**src/rtl/tx_fifo_arbiter.sv**
```systemverilog
// tx_fifo_arbiter: burst-granting arbiter sharing one TX FIFO write port among NUM_REQ requesters
// TXARB_FIXED_PRIO_EN selects lowest-index fixed priority instead of round-robin
module tx_fifo_arbiter #(
  parameter int Data_width = 8,
  parameter int NUM_REQ    = 3,
  parameter int LEN_W      = 2
) (
  input  logic                          CLK,
  input  logic                          RST,
  input  logic [NUM_REQ-1:0]            REQ,
  input  logic [NUM_REQ*LEN_W-1:0]      REQ_LEN,
  input  logic [NUM_REQ*Data_width-1:0] REQ_DATA,
  input  logic                          FIFO_FULL,
  output logic [NUM_REQ-1:0]            GNT,
  output logic [NUM_REQ-1:0]            DATA_ACK,
  output logic [Data_width-1:0]         WR_DATA,
  output logic                          WR_INC,
  output logic                          BUSY
);
  localparam int IW = $clog2(NUM_REQ);
  typedef enum logic {IDLE, BURST} state_t;
  state_t state, state_n;
  logic [NUM_REQ-1:0] gnt_n;
  logic [LEN_W-1:0] cnt, cnt_n, len_w;
  logic [IW-1:0] idx, idx_n, win;
  logic hit;
`ifdef TXARB_FIXED_PRIO_EN
  always_comb begin
    win = '0;
    hit = 1'b0;
    for (int k = NUM_REQ - 1; k >= 0; k--)
      if (REQ[k]) begin
        win = IW'(k);
        hit = 1'b1;
      end
  end
`else
  logic [IW-1:0] ptr, ptr_n;
  int j;
  // descending scan so the first set request at or after ptr is the last one kept
  always_comb begin
    win = '0;
    hit = 1'b0;
    j = 0;
    for (int k = NUM_REQ - 1; k >= 0; k--) begin
      j = (int'(ptr) + k) % NUM_REQ;
      if (REQ[j]) begin
        win = IW'(j);
        hit = 1'b1;
      end
    end
  end
  assign ptr_n = (state != BURST && hit) ? (int'(win) == NUM_REQ - 1 ? '0 : win + 1'b1) : ptr;
  always_ff @(posedge CLK or negedge RST)
    if (!RST) ptr <= '0;
    else ptr <= ptr_n;
`endif
  assign len_w    = REQ_LEN[win*LEN_W +: LEN_W];
  assign BUSY     = state == BURST;
  assign WR_INC   = BUSY & ~FIFO_FULL & REQ[idx];
  assign WR_DATA  = WR_INC ? REQ_DATA[idx*Data_width +: Data_width] : '0;
  assign DATA_ACK = WR_INC ? {{(NUM_REQ-1){1'b0}}, 1'b1} << idx : '0;
  always_comb begin
    state_n = state;
    gnt_n   = GNT;
    cnt_n   = cnt;
    idx_n   = idx;
    if (state != BURST) begin
      state_n = hit ? BURST : IDLE;
      gnt_n   = hit ? {{(NUM_REQ-1){1'b0}}, 1'b1} << win : '0;
      cnt_n   = hit ? (len_w == '0 ? LEN_W'(1) : len_w) : cnt;
      idx_n   = hit ? win : idx;
    end else if (!REQ[idx]) begin
      state_n = IDLE;
      gnt_n   = '0;
    end else if (WR_INC) begin
      cnt_n   = cnt - 1'b1;
      state_n = cnt == LEN_W'(1) ? IDLE : BURST;
      gnt_n   = cnt == LEN_W'(1) ? '0 : GNT;
    end
  end
  always_ff @(posedge CLK or negedge RST)
    if (!RST) begin
      state <= IDLE;
      GNT   <= '0;
      cnt   <= '0;
      idx   <= '0;
    end else begin
      state <= state_n;
      GNT   <= gnt_n;
      cnt   <= cnt_n;
      idx   <= idx_n;
    end
endmodule

```
**config.mk**
```make
export PLATFORM = sky130hd
export DESIGN_NAME = tx_fifo_arbiter
export DESIGN_NICKNAME = d
export VERILOG_FILES = /design/src/rtl/tx_fifo_arbiter.sv
export SDC_FILE = /design/constraint.sdc
export NUM_CORES = 1
export LEC_CHECK = 0
export CAP_MARGIN = 20
export CORE_AREA = 2 2 44 77
export DETAILED_ROUTE_END_ITERATION = 16
export DIE_AREA = 0 0 46 79
export PLACE_DENSITY = 0.81
export REMOVE_ABC_BUFFERS = 1
export SLEW_MARGIN = 20
export SYNTH_ARGS = -nofsm -noshare
export SYNTH_HDL_FRONTEND = slang
export SYNTH_SLANG_ARGS = --single-unit
```
**constraint.sdc**
```tcl
create_clock -name CLK -period 1.95 [get_ports CLK]
set_input_delay 0.195 -clock CLK [delete_from_list [all_inputs] [get_ports CLK]]
set_output_delay 0.195 -clock CLK [all_outputs]
set_load 0.02 [all_outputs]
```
==> results.sh <==
export IMPL_seq_power_share_pct=13.9
export IMPL_synth_cell_types=39
export IMPL_cp_slowest_cell="dfrtp_1"
export IMPL_final_cell_mix="38 x clkdlybuf4s50_1, 28 x buf_4, 19 x nand2_1"
export IMPL_grt_ovfl_total=0
export IMPL_core_sq_mm=0.00304
export IMPL_routabilityCongestion=0.887
export IMPL_netlist_area_sq_mm=0.00104
export IMPL_layout_min_cycle_time_ns=2.07
export IMPL_drc_errors=0
export IMPL_cts_buffers=3
export IMPL_globalRouteTotalUtil_pct=19.9
export IMPL_area_growth_syn_to_layout_pct=91.2
export IMPL_critPathBufInv=2
export IMPL_portBuffers=51
export IMPL_crit_path_end="cnt[0]"
export IMPL_synth_edf_count=0
export IMPL_place_inst=235
export IMPL_grt_setup_unrepaired="yes"
export IMPL_path_cells="inv_2 -> ha_4 -> nor2b_4 -> o221ai_4 -> o221ai_4 -> buf_6 -> a21oi_1 -> o21ai_1 -> a311o_1"
export IMPL_first_global_vias=1308
export IMPL_p_int_uw=1610
export IMPL_grt_max_degree=11
export IMPL_path_delay_family="compound AO/OA/AOI/OAI gates"
export IMPL_worst_r2r_cell_count=9
export IMPL_power_leakage_uw=0.000924
export IMPL_synth_area_leaders="dfrtp_1 24%, mux2i_1 9.6%, nand2_1 7.2%"
export IMPL_worstSetupStartpoint="ptr[0]"
export IMPL_num_rows=27
export IMPL_yosysWarnings=0
export IMPL_p_per_area_mw_per_mm2=1420
export IMPL_switchingPower_uw=1210
export IMPL_clk_path_buf_depth=2
export IMPL_yosysTopAreaCellShare_pct=24.1
export IMPL_crit_required_ns=2.06
export IMPL_endpoint_kind="register"
export IMPL_utilization_pct=65.3
export IMPL_drt_initial_drc_count=28
export IMPL_dpl_hpwl_um=2700
export IMPL_drt_wl_total_um=3930
export IMPL_seq_area_frac_synth_pct=24.1
export IMPL_slowest_delay_ns=0.40
export IMPL_crit_fanout=4
export IMPL_diodes=0
export IMPL_detail_route_antenna_nets=0
export IMPL_ioPinCount=52
export IMPL_num_vias=1300
export IMPL_crit_type="reg2reg"
export IMPL_clock_latency_ns=0.23
export IMPL_timing_rr_end="cnt[0]"
export IMPL_synth_top_cell_by_area="dfrtp_1"
export IMPL_setup_tns_ns=-0.239
export IMPL_hold_class="in2async"
export IMPL_vdd_drop_max_uv=816
export IMPL_antenna_found_initial=0
export IMPL_ys_seq_elements=10
export IMPL_grt_pass1_wl_um=5530
export IMPL_wire_per_inst_um=16.2
export IMPL_clk_pin_slew_ns=0.05
export IMPL_period_share_pct=106
export IMPL_ys_flop_type="dfrtp_1"
export IMPL_crit_top_cell="o221ai_4"
export IMPL_nNetsFinal=255
export IMPL_final_max_slew_viol_count=0
export IMPL_status="finished, violations left"
export IMPL_avgSynthCellArea_sq_um=7.64
export IMPL_dieArea_sq_mm=0.00363
export IMPL_final_cells=243
export IMPL_cts_tree="yes"
export IMPL_max_slew_margin_pct=70.5
export IMPL_syn_inst=136
export IMPL_hold_viol=0
export IMPL_tightestPinTransition_ns=0.441
export IMPL_fillCellCount=225
export IMPL_drive_above_1_share_pct=31.3
export IMPL_r2r_start="ptr[0]"
export IMPL_vias_per_cell=5.35
export IMPL_path_depth=9
export IMPL_drt_pass1_iter_count=4
export IMPL_fin_worst_skew_ns=0.00147
export IMPL_start_util_pct=34.2
export IMPL_async_flop_share_pct=100
export IMPL_final_common_cell="clkdlybuf4s50_1"
export IMPL_violations="setup timing"
export IMPL_worstPathArrival_ns=2.18
export IMPL_start_kind="register"
export IMPL_htreeDepth=1
export IMPL_fmax_ghz=0.484
export IMPL_r2r_slack_ns=-0.12
export IMPL_clkPwrFrac_pct=8.9
export IMPL_cts_root_buffer="clkbuf_8"
export IMPL_maxCapViolations=0
export IMPL_die_w_um=46
export IMPL_die_y_um=79
export IMPL_clock_sinks=10
export IMPL_power_share_switching_pct=42.9
export IMPL_layout_setup_ws_ns=-0.117
export IMPL_finalSetupViolCount=4
export IMPL_cts_hold_buf=0
export IMPL_power_frac_comb_pct=77.2
-- flip-flops by register name, summed over array words and instances (netlist names) --
signal  cells
GNT         3
ptr         2
idx         2
BUSY        1
cnt         2
-- per-layer routing --
layer | part of all wire [%] | global-route usage [%] | vias to the layer above
li1 | - | - | 625
met1 | 37 | 20.5 | 629
met2 | 58 | 37.5 | 38
met3 | 3.7 | 2.27 | 8
met4 | 1.5 | 7.43 | 0
met5 | 0 | 0 | -
-- kinds of logic (layout without fill, tap and decap cells) --
group | Yosys count | in the layout | synth area share, %
simple gates | 65 | 65 | 30.5
compound gates | 30 | 30 | 21.9
buf+inv | 15 | 93 | 6.87
mux | 12 | 12 | 11.8
flops | 10 | 10 | 24.1
fa+ha+maj | 4 | 4 | 4.82
-- power by group through the flow --
stage | clock network, uW | logic, uW | registers, uW
CTS | 256 | 2010 | 387
global route | 263 | 2340 | 402
floorplan | 0 | 863 | 449
global placement | 0 | 1680 | 380
finish | 250 | 2180 | 391
detailed placement | 0 | 1720 | 382
-- through the flow --
stage	instance area, sq um	worst slack, ns	hold slack [ns]	power, uW
6_report	1990	-0.117	0.279	2820
5_1_grt	1990	-0.214	0.310	3010
4_1_cts	1940	-0.0656	0.288	2650
3_5_place_dp	1750	-0.259	0.463	2100
3_3_place_gp	1750	-0.229	0.475	2060
2_1_floorplan	990	-0.202	-0.101	1310
-- cells in the mapped netlist (all sizes together), types with 2 or more instances --
cell and number:
clkbuf 3, nand2b 7, mux2 2, a21oi 12
o21ai 3, nor2 19, nor2b 6, buf 6
nor3 3, inv 6, dfrtp 10, and3 4
ha 4, nand2 20, mux2i 10, a21o 2
o221ai 2
-- worst register-to-register path, delay by kind of cell (launching register included) --
family / cells / cell delay, ns
AOI/OAI and AO/OA: 5 / 0.94
and+or+nand+nor: 1 / 0.15
DFF: 1 / 0.40
buffers and inverters: 2 / 0.24
adders and majority gates: 1 / 0.23
-- area by class of cell --
cell class / instances / area (sq um) / area share, %
Timing Repair Buffer: 83 / 744 / 37.5
Sequential cell: 10 / 251 / 12.7
Clock buffer: 4 / 55.1 / 2.77
Tap cell: 29 / 36.3 / 1.83
Inverter: 6 / 22.5 / 1.13
Multi-Input combinational cell: 111 / 876 / 44.1
-- what timing repair did --
| action | in CTS | in global routing |
|---|---|---|
| endpoints found under the setup margin | 19 | 20 |
| buffers inserted | 4 | 0 |
| pin swaps | 9 | 5 |
| gates resized for setup | 35 | 23 |
-- worst min-delay path by stage --
stage	from	endpoint	slack, ns
after global routing	RST	cnt[0]	0.31
after floorplan	RST	BUSY	-0.10
after global placement	GNT[2]	GNT[2]	0.48
after detailed placement	GNT[2]	GNT[2]	0.46
final	RST	cnt[0]	0.28
after CTS	RST	ptr[0]	0.29
No activity file was read; power rests on OpenSTA's default activity.
